==> src/rtl/scc_pkg.sv <==
// scc_pkg: shared address map, FSM encoding and decode helper for the SCC register bridge.
package scc_pkg;
  typedef enum logic [2:0] {S_IDLE, S_RAM, S_CAPTURE, S_REG, S_ACK} state_t;
  typedef enum logic [1:0] {K_WAVE, K_REG, K_DEF, K_NONE} kind_t;
  localparam logic [7:0] SCC_WAVE_END  = 8'h7F;
  localparam logic [7:0] SCC_REG_END   = 8'h9F;
  localparam logic [7:0] SCC_DEF_BASE  = 8'hE0;
  localparam logic [7:0] SCCI_WAVE_END = 8'h9F;
  localparam logic [7:0] SCCI_REG_END  = 8'hBF;
  localparam logic [7:0] SCCI_DEF_END  = 8'hDF;
  localparam logic [2:0] CH_A = 3'd0;
  localparam logic [2:0] CH_B = 3'd1;
  localparam logic [2:0] CH_C = 3'd2;
  localparam logic [2:0] CH_D = 3'd3;
  localparam logic [2:0] CH_E = 3'd4;
  // Register windows start right after the wave area; a[3:0] is the register offset in both maps.
  function automatic kind_t decode(input logic [7:0] a, input logic scci);
    if (scci)
      return a <= SCCI_WAVE_END ? K_WAVE : a <= SCCI_REG_END ? K_REG : a <= SCCI_DEF_END ? K_DEF : K_NONE;
    return a <= SCC_WAVE_END ? K_WAVE : a <= SCC_REG_END ? K_REG : a >= SCC_DEF_BASE ? K_DEF : K_NONE;
  endfunction
endpackage

==> src/rtl/scc_register_file.sv <==
// scc_register_file: channel registers, slot mux toward the mixer and counter-clear pulses.
module scc_register_file
  import scc_pkg::*;
(
  input  logic        clk,
  input  logic        reset,
  input  logic        enable,
  input  logic        we,
  input  logic        def_we,
  input  logic [3:0]  a,
  input  logic [7:0]  d,
  input  logic [2:0]  active,
  output logic [11:0] freq,
  output logic [3:0]  vol,
  output logic        en,
  output logic        wave_reset,
  output logic [4:0]  clear
);
  logic [4:0][11:0] fr, fr_n;
  logic [4:0][3:0]  vo, vo_n;
  logic [4:0]       mask, mask_n, clear_n;
  always_comb begin
    fr_n = fr;
    vo_n = vo;
    clear_n = '0;
    for (int i = 0; i < 5; i++) begin
      clear_n[i] = we && a < 4'd10 && a[3:1] == 3'(i);
      fr_n[i] = clear_n[i] ? (a[0] ? {d[3:0], fr[i][7:0]} : {fr[i][11:8], d}) : fr[i];
      vo_n[i] = (we && a == 4'(10 + i)) ? d[3:0] : vo[i];
    end
    mask_n = (we && a == 4'hF) ? d[4:0] : mask;
  end
  // The mux samples next-state values so a write shows up on the slot outputs right after REG.
  always_ff @(posedge clk or posedge reset) begin
    if (reset) begin
      fr <= '0;
      vo <= '0;
      mask <= '0;
      wave_reset <= 1'b0;
      clear <= '0;
      freq <= '0;
      vol <= '0;
      en <= 1'b0;
    end else if (enable) begin
      fr <= fr_n;
      vo <= vo_n;
      mask <= mask_n;
      wave_reset <= def_we ? d[5] : wave_reset;
      clear <= clear_n;
      freq <= active < 3'd5 ? fr_n[active] : '0;
      vol <= active < 3'd5 ? vo_n[active] : '0;
      en <= active < 3'd5 && mask_n[active];
    end
  end
endmodule

==> src/rtl/scc_register_bridge.sv <==
// scc_register_bridge: CPU window decode and access FSM driving the SCC mixer wave-RAM port and registers.
module scc_register_bridge
  import scc_pkg::*;
(
  input  logic        clk,
  input  logic        reset,
  input  logic        enable,
  input  logic        bus_req,
  input  logic        bus_wr,
  input  logic [7:0]  bus_a,
  input  logic [7:0]  bus_wdata,
  output logic [7:0]  bus_rdata,
  output logic        bus_ack,
  output logic        bus_busy,
  input  logic        reg_scci_enable,
  output logic [2:0]  sram_id,
  output logic [4:0]  sram_a,
  output logic [7:0]  sram_d,
  output logic        sram_oe,
  output logic        sram_we,
  input  logic [7:0]  sram_q,
  input  logic        sram_q_en,
  input  logic [2:0]  active,
  output logic [11:0] reg_frequency_count,
  output logic [3:0]  reg_volume,
  output logic        reg_enable,
  output logic        reg_wave_reset,
  output logic        clear_counter_a,
  output logic        clear_counter_b,
  output logic        clear_counter_c,
  output logic        clear_counter_d,
  output logic        clear_counter_e
);
  state_t     state, state_n;
  kind_t      lat_k;
  logic [7:0] lat_a, lat_d;
  logic       lat_wr, ram;
  logic [4:0] clear;
  always_ff @(posedge clk or posedge reset) begin
    if (reset) state <= S_IDLE;
    else if (enable) state <= state_n;
  end
  always_comb begin
    state_n = state;
    case (state)
      S_IDLE:    state_n = bus_req ? (decode(bus_a, reg_scci_enable) == K_WAVE ? S_RAM : S_REG) : S_IDLE;
      S_RAM:     state_n = lat_wr ? S_ACK : S_CAPTURE;
      S_CAPTURE: state_n = sram_q_en ? S_ACK : S_CAPTURE;
      S_REG:     state_n = S_ACK;
      default:   state_n = S_IDLE;
    endcase
  end
  // The map is decoded once at request time so a later mode change cannot redirect an in-flight access.
  always_ff @(posedge clk or posedge reset) begin
    if (reset) begin
      lat_a <= '0;
      lat_d <= '0;
      lat_wr <= 1'b0;
      lat_k <= K_NONE;
      bus_rdata <= '0;
    end else if (enable) begin
      if (state == S_IDLE && bus_req) begin
        lat_a <= bus_a;
        lat_d <= bus_wdata;
        lat_wr <= bus_wr;
        lat_k <= decode(bus_a, reg_scci_enable);
      end
      if (state == S_CAPTURE && sram_q_en) bus_rdata <= sram_q;
      if (state == S_REG && !lat_wr) bus_rdata <= 8'hFF;
    end
  end
  assign ram = state == S_RAM;
  always_comb begin
    sram_oe = ram && !lat_wr;
    sram_we = ram && lat_wr;
    sram_id = ram ? lat_a[7:5] : '0;
    sram_a = ram ? lat_a[4:0] : '0;
    sram_d = ram ? lat_d : '0;
    bus_ack = state == S_ACK;
    bus_busy = state != S_IDLE;
  end
  scc_register_file u_regs (
    .clk(clk),
    .reset(reset),
    .enable(enable),
    .we(state == S_REG && lat_wr && lat_k == K_REG),
    .def_we(state == S_REG && lat_wr && lat_k == K_DEF),
    .a(lat_a[3:0]),
    .d(lat_d),
    .active(active),
    .freq(reg_frequency_count),
    .vol(reg_volume),
    .en(reg_enable),
    .wave_reset(reg_wave_reset),
    .clear(clear)
  );
  assign clear_counter_a = clear[CH_A];
  assign clear_counter_b = clear[CH_B];
  assign clear_counter_c = clear[CH_C];
  assign clear_counter_d = clear[CH_D];
  assign clear_counter_e = clear[CH_E];
endmodule
==> config.mk <==
export PLATFORM = sky130hd
export DESIGN_NAME = scc_register_bridge
export DESIGN_NICKNAME = d
export VERILOG_FILES = /design/src/rtl/scc_pkg.sv /design/src/rtl/scc_register_file.sv /design/src/rtl/scc_register_bridge.sv
export SDC_FILE = /design/constraint.sdc
export NUM_CORES = 1
export LEC_CHECK = 0
export BUFFER_PORTS_ARGS = -buffer_cell sky130_fd_sc_hd__buf_4
export CAP_MARGIN = 20
export CORE_UTILIZATION = 30
export CTS_CLUSTER_DIAMETER = 40
export DETAILED_ROUTE_END_ITERATION = 7
export PLACE_DENSITY = 0.49
export RECOVER_POWER = 25
export SKIP_CTS_REPAIR_TIMING = 1
export SLEW_MARGIN = 20
export SYNTH_ARGS = -nofsm -noshare
export SYNTH_HDL_FRONTEND = slang
export SYNTH_SLANG_ARGS = --single-unit
==> constraint.sdc <==
create_clock -name clk -period 5.5 [get_ports clk]
set_clock_uncertainty 0.15 [all_clocks]
set_input_delay 0.275 -clock clk [delete_from_list [all_inputs] [get_ports clk]]
set_output_delay 0.275 -clock clk [all_outputs]
set_load 0.005 [all_outputs]
# After elaboration in Yosys (flattened, before gate mapping)
# Cells that the tools add are included.
# word_totals
ff_bits	138
elab_cells	124
# op_classes
order_cmp	8
eq_ne	16
muxes	48
n_reduce_logical	30
# op_table
op	n
2-to-1 mux 12 bit	12
binary-select mux 12 bit (select 3 bit)	1
2-to-1 mux 4 bit	7
== test 4 bit, second input constant	6
<= comparator 8 bit, second input constant	3
2-to-1 mux 8 bit	3
logical AND 1 bit	21
2-to-1 mux 2 bit	10
binary-select mux 4 bit (select 3 bit)	1
== test 3 x 2 -> 1 bit, second input constant	4
one-hot mux 3 bit (4 select lines)	1
2-to-1 mux 5 bit	2
2-to-1 mux 3 bit	3
greater-or-equal comparator 8 bit, second input constant	1
<= comparator 8 x 7 -> 1 bit, second input constant	1
2-to-1 mux 1 bit	7
== test 3 x 1 -> 1 bit, second input constant	2
== test 3 bit, second input constant	2
zero test 3 bit	2
AND reduction 2 bit	3
less-than comparator 3 x 4 -> 1 bit, second input constant	1
less-than comparator 4 bit, second input constant	1
binary-select mux 1 bit (select 3 bit)	1
less-than comparator 3 bit, second input constant	1
other kinds (6)	6

# Logic depth before layout (Yosys ltp)
# Gate-level depths: netlist of run 1.
# depth
ltp_word	11
ltp_mapped	8
mapped_depth_nobuf	5

# Hierarchy
# From an unflattened synthesis of run 1, not the netlist that was laid out.
# unflattened
hier_cells	675
area_unflattened_um2	7193.1
# modules_own_cells
module	instances	cells_each	area_per_inst_um2	seq_area_each_um2
scc_register_file	1	547	5657.9	2702.6
scc_register_bridge	1	128	1535.2	753.2

# Worst setup path after synthesis of run 1
# OpenSTA, ideal clock, no wires.
# synth_timing
path_type	flip-flop to flip-flop
start	register lat_k[0]
end	register u_regs.fr[13] (netlist name)
setup_time_ns	0.125
t_arrival_ns	2.102
t_required_ns	5.225
path_slack_ns	3.124
path_stages_with_launch	8
path_cell_list	dfstp_2 -> buf_2 -> or3b_1 -> buf_2 -> buf_2 -> nor2_1 -> nand3_1 -> mux2_2
# synth_between
elab_chain_len	5
# synth_rtl
item	line_no	source
start: declaration	scc_register_bridge.sv:35	kind_t lat_k;
start signal: assignment	scc_register_bridge.sv:66	lat_k <= decode(bus_a, reg_scci_enable);
== test 2 x 1 -> 1 bit	scc_register_bridge.sv:86	.we(state == S_REG && lat_wr && lat_k == K_REG),
logical AND 1 bit	scc_register_bridge.sv:86	
logical AND 1 bit (2 in series)	scc_register_file.sv:27	clear_n[i] = we && a < 4'd10 && a[3:1] == 3'(i);
2-to-1 mux 12 bit	scc_register_file.sv:28	fr_n[i] = clear_n[i] ? (a[0] ? {d[3:0], fr[i][7:0]} : {fr[i][11:8], d}) : fr[i];
end signal: assignment	scc_register_file.sv:45	fr <= fr_n;
end: declaration	scc_register_file.sv:19	logic [4:0][11:0] fr, fr_n;
# Every way passes these cells.
# A chain may end at the register's enable or synchronous reset.

==> results.py, run 1 <==
metrics = {
    "outcome": {
        "status": "finished, violations left",
        "violations": "hold timing, capacitance limit, slew limit",
    },
    "critical_path": {
        "required_ns": 5.79,
        "critPathLaunchType": "input pin",
        "end_kind": "asynchronous set/reset pin",
        "crit_buf_inv": 4,
        "crit_chain": "dlygate4sd3_1 > clkbuf_4 > clkinvlp_2 > buf_4",
        "crit_family": "buffers and inverters",
        "cp_slowest_cell": "clkinvlp_2",
        "cp_max_fo": 75,
        "worst-endpoint-arrival_ns": 3.88,
        "crit_type": "input pin to asynchronous set/reset pin",
        "critPathMaxStageDelay_ns": 1.90,
    },
    "synth": {
        "yosysSeqAreaShare_pct": 47.4,
        "netlist_area_um2": 7290,
        "yosys-mux-area-fraction_pct": 21.0,
        "yosys_register_bits": 138,
        "async_flop_share_pct": 100,
        "ys_warn_count": 0,
        "synthAdderAreaFrac_pct": 0,
        "syn_inst": 663,
        "synthTopCellsByArea": "dfrtp_1, mux2_2, mux2i_1, clkbuf_1, nor2b_1",
        "synth_top_family_by_area": "multiplexers",
        "synth-simple-area-share_pct": 13.9,
        "synth_compound_area_share_pct": 13.4,
        "syn_avg_cell_area_um2": 11.0,
        "synth_xor_area_share_pct": 0.240,
        "synth_top_cell_area_share_pct": 46.7,
        "yosysUniqueCellTypes": 61,
        "synth_top_flop_cell": "dfrtp_1",
        "synth_nets": 697,
        "synth_edf_count": 0,
        "synth_top_area_cell": "dfrtp_1",
    },
    "cells_and_area": {
        "final_cells": 1067,
        "design_area_um2": 8930,
        "antennaDiodeCount": 0,
        "layout-drive-gt1-share_pct": 33.8,
        "fin_nets": 769,
        "fill_cells": 2377,
        "syn2layout_area_growth_pct": 22.5,
    },
    "placement": {
        "place_area_um2": 8130,
        "dp_cells": 1014,
        "numPortBuffers": 84,
        "gp_congestion": 0.829,
        "place_hpwl_um": 14200,
    },
    "global_route": {
        "first_global_vias": 5695,
        "grt_max_degree": 76,
        "grt_pass1_wl_um": 33400,
        "grt_use_total_pct": 17.8,
        "antenna_found_initial": 0,
        "grt_overflow": 0,
    },
    "timing": {
        "setup_viol": 0,
        "drv_slew": 76,
        "setup-tns-final_ns": 0,
        "worst_slew_pin_slew_ns": 3.43,
        "fmax_ghz": 0.279,
        "period_needed_ns": 3.58,
        "period_share_pct": 65.2,
        "max-slew-margin-rel_pct": -130,
        "rsz0062_at_grt": "no",
        "hold_viol_final": 2,
        "holdWs_ns": -0.0218,
    },
    "floorplan": {
        "coreArea_um2": 23700,
        "floorplan.die.height_um": 158,
        "ios": 85,
        "initial_core_util_pct": 30.8,
        "die_x_um": 158,
        "design.die.area_um2": 24900,
        "row_count": 56,
    },
    "flow_run": {
        "drv_cap": 1,
    },
    "drt": {
        "ant_nets": 0,
        "drc": 0,
        "drt_first_pass_iters": 5,
        "drtIter0Drc": 433,
        "vias": 5652,
        "wl_per_cell_um": 19.8,
        "wl_um": 21100,
        "post_drt_via_cell_ratio": 5.30,
    },
    "clocking": {
        "clock_latency_ns": 0.43,
        "root_buffer": "clkbuf_16",
        "cts_max_level": 4,
        "clockBufferDepth": 2,
        "tritoncts": "yes",
        "cts.sinks": 138,
        "cts_buffers": 17,
        "path_clk_slew_ns": 0.06,
    },
    "power_and_ir_drop": {
        "powerDensity_nw_per_um2": 381,
        "ir_drop_mv": 0.183,
        "power_uw": 3400,
        "total_leakage_power_uw": 0.00400,
    },
    "worst_hold_path": {
        "hp-class": "input pin to flop",
    },
}
-- logic make-up after synthesis --
group	after synthesis
AO/OA/AOI/OAI	137
XOR/XNOR	2
buffers and inverters	69
flip-flops	138
multiplexers	138
AND/OR/NAND/NOR	179
-- through the flow --
| stage | utilization [%] | setup WS, ns |
|---|---|---|
| floorplan | - | 1.38 |
| global placement | 34.3 | 2.33 |
| detailed placement | 34.3 | 2.22 |
| CTS | 36.9 | 2.25 |
| global route | 37.7 | 1.29 |
| finish | 37.7 | 1.92 |
-- layout make-up --
type | count | area [um^2] | share of cell area (%)
sequential | 138 | 3460 | 38.7
clock inverter | 14 | 161 | 1.81
timing repair buffer | 111 | 878 | 9.83
multi-input combinational | 456 | 3550 | 39.8
inverter | 11 | 42.5 | 0.476
tap | 319 | 399 | 4.47
clock buffer | 18 | 439 | 4.92
-- flip-flops by register name, summed over array words and instances, names as in the netlist, 2 cells and up --
signal and flops:
u_regs.vo 20, bus_rdata 8, u_regs.clear 5, u_regs.fr 60
lat_a 8, state 3, u_regs.vol 4, u_regs.freq 12
u_regs.mask 5, lat_k 2, lat_d 8
-- metal layers --
| layer | vias up | routed length [um] | GRT usage [%] |
|---|---|---|---|
| met3 | 21 | 979 | 3.89 |
| li1 | 2584 | - | - |
| met5 | - | 0 | 0 |
| met2 | 149 | 9950 | 27.8 |
| met4 | 0 | 396 | 5.59 |
| met1 | 2898 | 9770 | 24.4 |
-- Yosys cell counts, drive strengths merged (15+ instances only) --
master,number
nor2b,22
dfrtp,136
a21oi,23
o21ai,23
mux2,110
buf,17
nor2,27
clkbuf,41
nand2,35
a22oi,15
and2,15
mux2i,28
nor3,16
-- cell usage in the layout, fill, tap and decap left out, types with 3 or more instances in the layout --
cell / count
a211o_1: 10
a211oi_1: 9
a21oi_1: 23
a22oi_1: 15
a31oi_1: 3
a32o_1: 5
and2_1: 15
and3b_1: 3
buf_4: 82
clkbuf_16: 17
clkbuf_4: 6
clkinv_4: 3
dfrtp_1: 136
dlygate4sd3_1: 21
inv_1: 10
inv_6: 5
mux2_2: 107
mux2_4: 3
mux2i_1: 28
nand2_1: 35
nand3_1: 10
nand3b_1: 4
nand4_1: 8
nor2_1: 27
nor2b_1: 22
nor3_1: 11
nor3_2: 3
nor3b_1: 6
nor4_1: 4
o211ai_1: 6
o21ai_0: 23
o221ai_1: 9
o2bb2ai_1: 5
o31a_1: 9
o31ai_1: 3
or2_2: 10
or3_1: 5
-- worst reg2reg max path: cells and delay by family, from the launching register on --
| kind | cells | cell delay, ns |
|---|---|---|
| muxes | 1 | 0.41 |
| AOI/OAI and AO/OA | 2 | 0.46 |
| DFF | 1 | 0.60 |
| and+or+nand+nor | 2 | 1.57 |
-- final timing paths --
path | from | endpoint | slack, ns | depth (start not counted)
worst max-delay path | reset | u_regs.fr[18] | 1.92 | 4
worst min-delay path | sram_q[1] | bus_rdata[1] | -0.02 | 3
worst max register to register | state[1] | u_regs.en | 2.24 | 5
worst min register to register | u_regs.vo[0] | u_regs.vo[0] | 0.33 | 2
max in group clk | state[1] | u_regs.en | 2.24 | 5
min in group asynchronous | reset | u_regs.fr[34] | 1.26 | 3
-- power by group --
group	switching [uW]	leakage (uW)	internal [uW]
sequential	245	0.00184	1150
combinational	477	0.00187	355
clock	479	0.000290	691
total	1200	0.00400	2200
Power figures use the tool's default switching activity.
==> inputs of run 2 (changes only) <==
--- a/config.mk
+++ b/config.mk
@@ -5,12 +5,13 @@
 export SDC_FILE = /design/constraint.sdc
 export NUM_CORES = 1
 export LEC_CHECK = 0
+export ABC_AREA = 1
 export BUFFER_PORTS_ARGS = -buffer_cell sky130_fd_sc_hd__buf_4
 export CAP_MARGIN = 20
 export CORE_UTILIZATION = 30
 export CTS_CLUSTER_DIAMETER = 40
 export DETAILED_ROUTE_END_ITERATION = 7
-export PLACE_DENSITY = 0.49
+export PLACE_DENSITY = 0.48
 export RECOVER_POWER = 25
 export SKIP_CTS_REPAIR_TIMING = 1
 export SLEW_MARGIN = 20
==> constraint.sdc (replaced) <==
create_clock -name clk -period 3.3 [get_ports clk]
set_clock_uncertainty 0.15 [all_clocks]
set_input_delay 0.165 -clock clk [delete_from_list [all_inputs] [get_ports clk]]
set_output_delay 0.165 -clock clk [all_outputs]
set_load 0.005 [all_outputs]
==> run 2 against run 1 <==
Total power up 86%; synthesized cell count up 60%; synthesized area up 4.0%; largest cell class is now registers; non-clock buffer count up 24; count of clock-buffer cells in the layout unchanged; design area up 5.5%; die area up 4.0%; utilization up 0.69 points; via count up 27%; global-route usage up 1.3 points; the flow still finishes with violations (hold timing, capacitance limit, slew limit).
==> results.py, run 2 <==
metrics = {
    "clocking": {
        "root_buffer": "clkbuf_16",
        "cts.sinks": 138,
        "tritoncts": "yes",
        "cts_buffers": 17,
        "path_clk_slew_ns": 0.07,
        "clockBufferDepth": 2,
        "cts_max_level": 4,
        "clock_latency_ns": 0.43,
    },
    "timing": {
        "fmax_ghz": 0.394,
        "max-slew-margin-rel_pct": -29.5,
        "setup-tns-final_ns": 0,
        "holdWs_ns": -0.0232,
        "rsz0062_at_grt": "no",
        "worst_slew_pin_slew_ns": 1.94,
        "period_needed_ns": 2.54,
        "fin_ws_ns": 0.760,
        "setup_viol": 0,
        "hold_viol_final": 1,
        "drv_slew": 138,
        "period_share_pct": 77.0,
    },
    "synth": {
        "netlist_area_um2": 7580,
        "synth_top_flop_cell": "dfrtp_1",
        "yosys_register_bits": 138,
        "yosysSeqAreaShare_pct": 45.6,
        "synth_edf_count": 0,
        "yosys-top-cells-count": "nand2_1, nand3_1, dfrtp_1",
        "syn_avg_cell_area_um2": 7.13,
        "syn_inst": 1063,
        "ys_warn_count": 0,
        "synth_nets": 1097,
        "synth_top_cell_area_share_pct": 44.9,
        "yosysUniqueCellTypes": 31,
        "synthTopCellsByArea": "dfrtp_1, nand2_1, nand3_1, o21ai_0, inv_1",
        "synth.most_common_cell": "nand2_1",
        "synth_top_area_cell": "dfrtp_1",
        "async_flop_share_pct": 100,
    },
    "cells_and_area": {
        "fin_nets": 1194,
        "layout_common_cells": "nand2_1, nand3_1, dfrtp_1",
        "layout-drive-gt1-share_pct": 13.7,
        "layout_commonest_cell": "nand2_1",
        "largestRegisters": "u_regs.fr (60), u_regs.vo (20), u_regs.freq (12)",
        "antennaDiodeCount": 0,
        "multi_input_area_um2": 3380,
        "syn2layout_area_growth_pct": 24.3,
        "final_cells": 1497,
        "largest_register_ffs": 60,
        "regMostFlops": "u_regs.fr",
        "fill_cells": 2637,
        "seq_area_um2": 3460,
    },
    "floorplan": {
        "coreArea_um2": 24500,
        "ios": 85,
        "floorplan.die.height_um": 161,
        "row_count": 57,
        "design.die.area_um2": 25900,
        "initial_core_util_pct": 30.9,
        "die_x_um": 161,
    },
    "power_and_ir_drop": {
        "power.share.combinational_pct": 31.4,
        "powerDensity_nw_per_um2": 673,
        "p_seq_share_pct": 37.6,
        "total_leakage_power_uw": 0.00469,
        "ir_drop_mv": 0.427,
        "swShare_pct": 38.1,
        "power.internal_uw": 3920,
        "clkPwrFrac_pct": 31.0,
        "switchingPower_uw": 2420,
    },
    "global_route": {
        "first_global_vias": 6764,
        "grt_pass1_wl_um": 38400,
        "grt_max_degree": 101,
        "grt_use_total_pct": 19.1,
        "antenna_found_initial": 0,
        "grt_overflow": 0,
    },
    "worst_hold_path": {
        "hp-class": "input pin to flop",
    },
    "flow_run": {
        "drv_cap": 2,
    },
    "drt": {
        "drt_first_pass_iters": 5,
        "drtIter0Drc": 444,
        "vias": 7160,
        "post_drt_via_cell_ratio": 4.78,
        "ant_nets": 0,
        "wl_um": 23800,
        "wl_per_cell_um": 15.9,
        "drc": 0,
    },
    "critical_path": {
        "worst-endpoint-arrival_ns": 2.71,
        "crit_family": "simple AND/OR/NAND/NOR gates",
        "required_ns": 3.47,
        "crit_chain": "inv_1 > nor2_2 > inv_1 > nor2_4 > buf_4 > nand2_4 > o21ai_1 > nand2_1 > nand2_1 > clkinv_1 > nand2_1 > nand2_1 > nand2_1 > nand2_1",
        "cp_slowest_cell": "dfstp_2",
        "crit_top_cell": "nand2_1",
        "cp_max_fo": 25,
        "crit_type": "flop to flop",
        "critPathLaunchType": "flop",
        "critPathMaxStageDelay_ns": 0.52,
        "end_kind": "flop",
        "crit_buf_inv": 4,
    },
    "placement": {
        "gp_congestion": 0.789,
        "dp_slack_ns": 0.812,
        "dp_cells": 1436,
        "place_hpwl_um": 15800,
        "numPortBuffers": 84,
    },
    "outcome": {
        "violations": "hold timing, capacitance limit, slew limit",
        "status": "finished, violations left",
    },
}
run 2: changes by cell type in the layout (fill, tap and decap cells not counted), moves of 34 or more:
cell / delta
mux2_2: -107
nand2_1: +283
nor2_1: +34
o21ai_0: +87
nand3_1: +141
inv_1: +108
run 2: area by class of cell:
| type | count | share of cell area, % |
|---|---|---|
| clock buffer | 18 | 4.66 |
| clock inverter | 14 | 1.69 |
| inverter | 126 | 5.03 |
| multi-input combinational | 742 | 35.9 |
| sequential | 138 | 36.7 |
| tap | 324 | 4.30 |
| timing repair buffer | 135 | 11.7 |
run 2: routing by layer:
| metal | global-route usage, % | share of wire (%) | up-vias |
|---|---|---|---|
| met5 | 0 | 0 | - |
| met4 | 5.87 | 1.4 | 0 |
| met3 | 2.97 | 3.8 | 24 |
| met2 | 30.7 | 47 | 168 |
| met1 | 26.4 | 48 | 3353 |
| li1 | - | - | 3615 |
run 2: power groups by stage:
| stage | registers, uW | clock network, uW | logic [uW] |
|---|---|---|---|
| final | 2380 | 1970 | 1990 |
| after global routing | 2430 | 2080 | 2250 |
| after CTS | 2390 | 2010 | 1980 |
| after detailed placement | 2410 | 0 | 1970 |
| after global placement | 2410 | 0 | 1970 |
| after floorplan | 2300 | 0 | 1220 |
run 2: cell families (layout without fill, tap and decap cells):
| family | count (synthesis) | in the layout | synth area share [%] |
|---|---|---|---|
| and+or+nand+nor | 561 | 561 | 31.7 |
| buffers and inverters | 183 | 293 | 9.89 |
| DFF | 138 | 138 | 45.6 |
| AOI/OAI and AO/OA | 181 | 181 | 12.8 |
run 2: final timing paths:
kind / end / from / depth (start not counted) / slack [ns]
worst max-delay path: u_regs.freq[11] / lat_k[0] / 14 / 0.76
worst min-delay path: state[1] / sram_q_en / 4 / -0.02
worst max register to register: u_regs.freq[11] / lat_k[0] / 14 / 0.76
worst min register to register: u_regs.fr[58] / u_regs.fr[58] / 2 / 0.33
max in group asynchronous: u_regs.fr[25] / reset / 4 / 0.85
min in group asynchronous: u_regs.vo[14] / reset / 3 / 0.05
run 2: stage by stage:
| step | area, um^2 | util (%) | power [uW] |
|---|---|---|---|
| floorplan | 7580 | - | 3520 |
| global placement | 8560 | 34.9 | 4380 |
| detailed placement | 8560 | 34.9 | 4390 |
| CTS | 9160 | 37.3 | 6380 |
| global route | 9420 | 38.4 | 6770 |
| finish | 9420 | 38.4 | 6340 |
run 2: worst reg2reg max path, cell delays in order (launching register included):
cell,delay [ns]
dfstp_2,0.52
inv_1,0.06
nor2_2,0.17
inv_1,0.11
nor2_4,0.26
buf_4,0.29
nand2_4,0.21
o21ai_1,0.24
nand2_1,0.08
nand2_1,0.09
clkinv_1,0.05
nand2_1,0.05
nand2_1,0.05
nand2_1,0.07
nand2_1,0.05
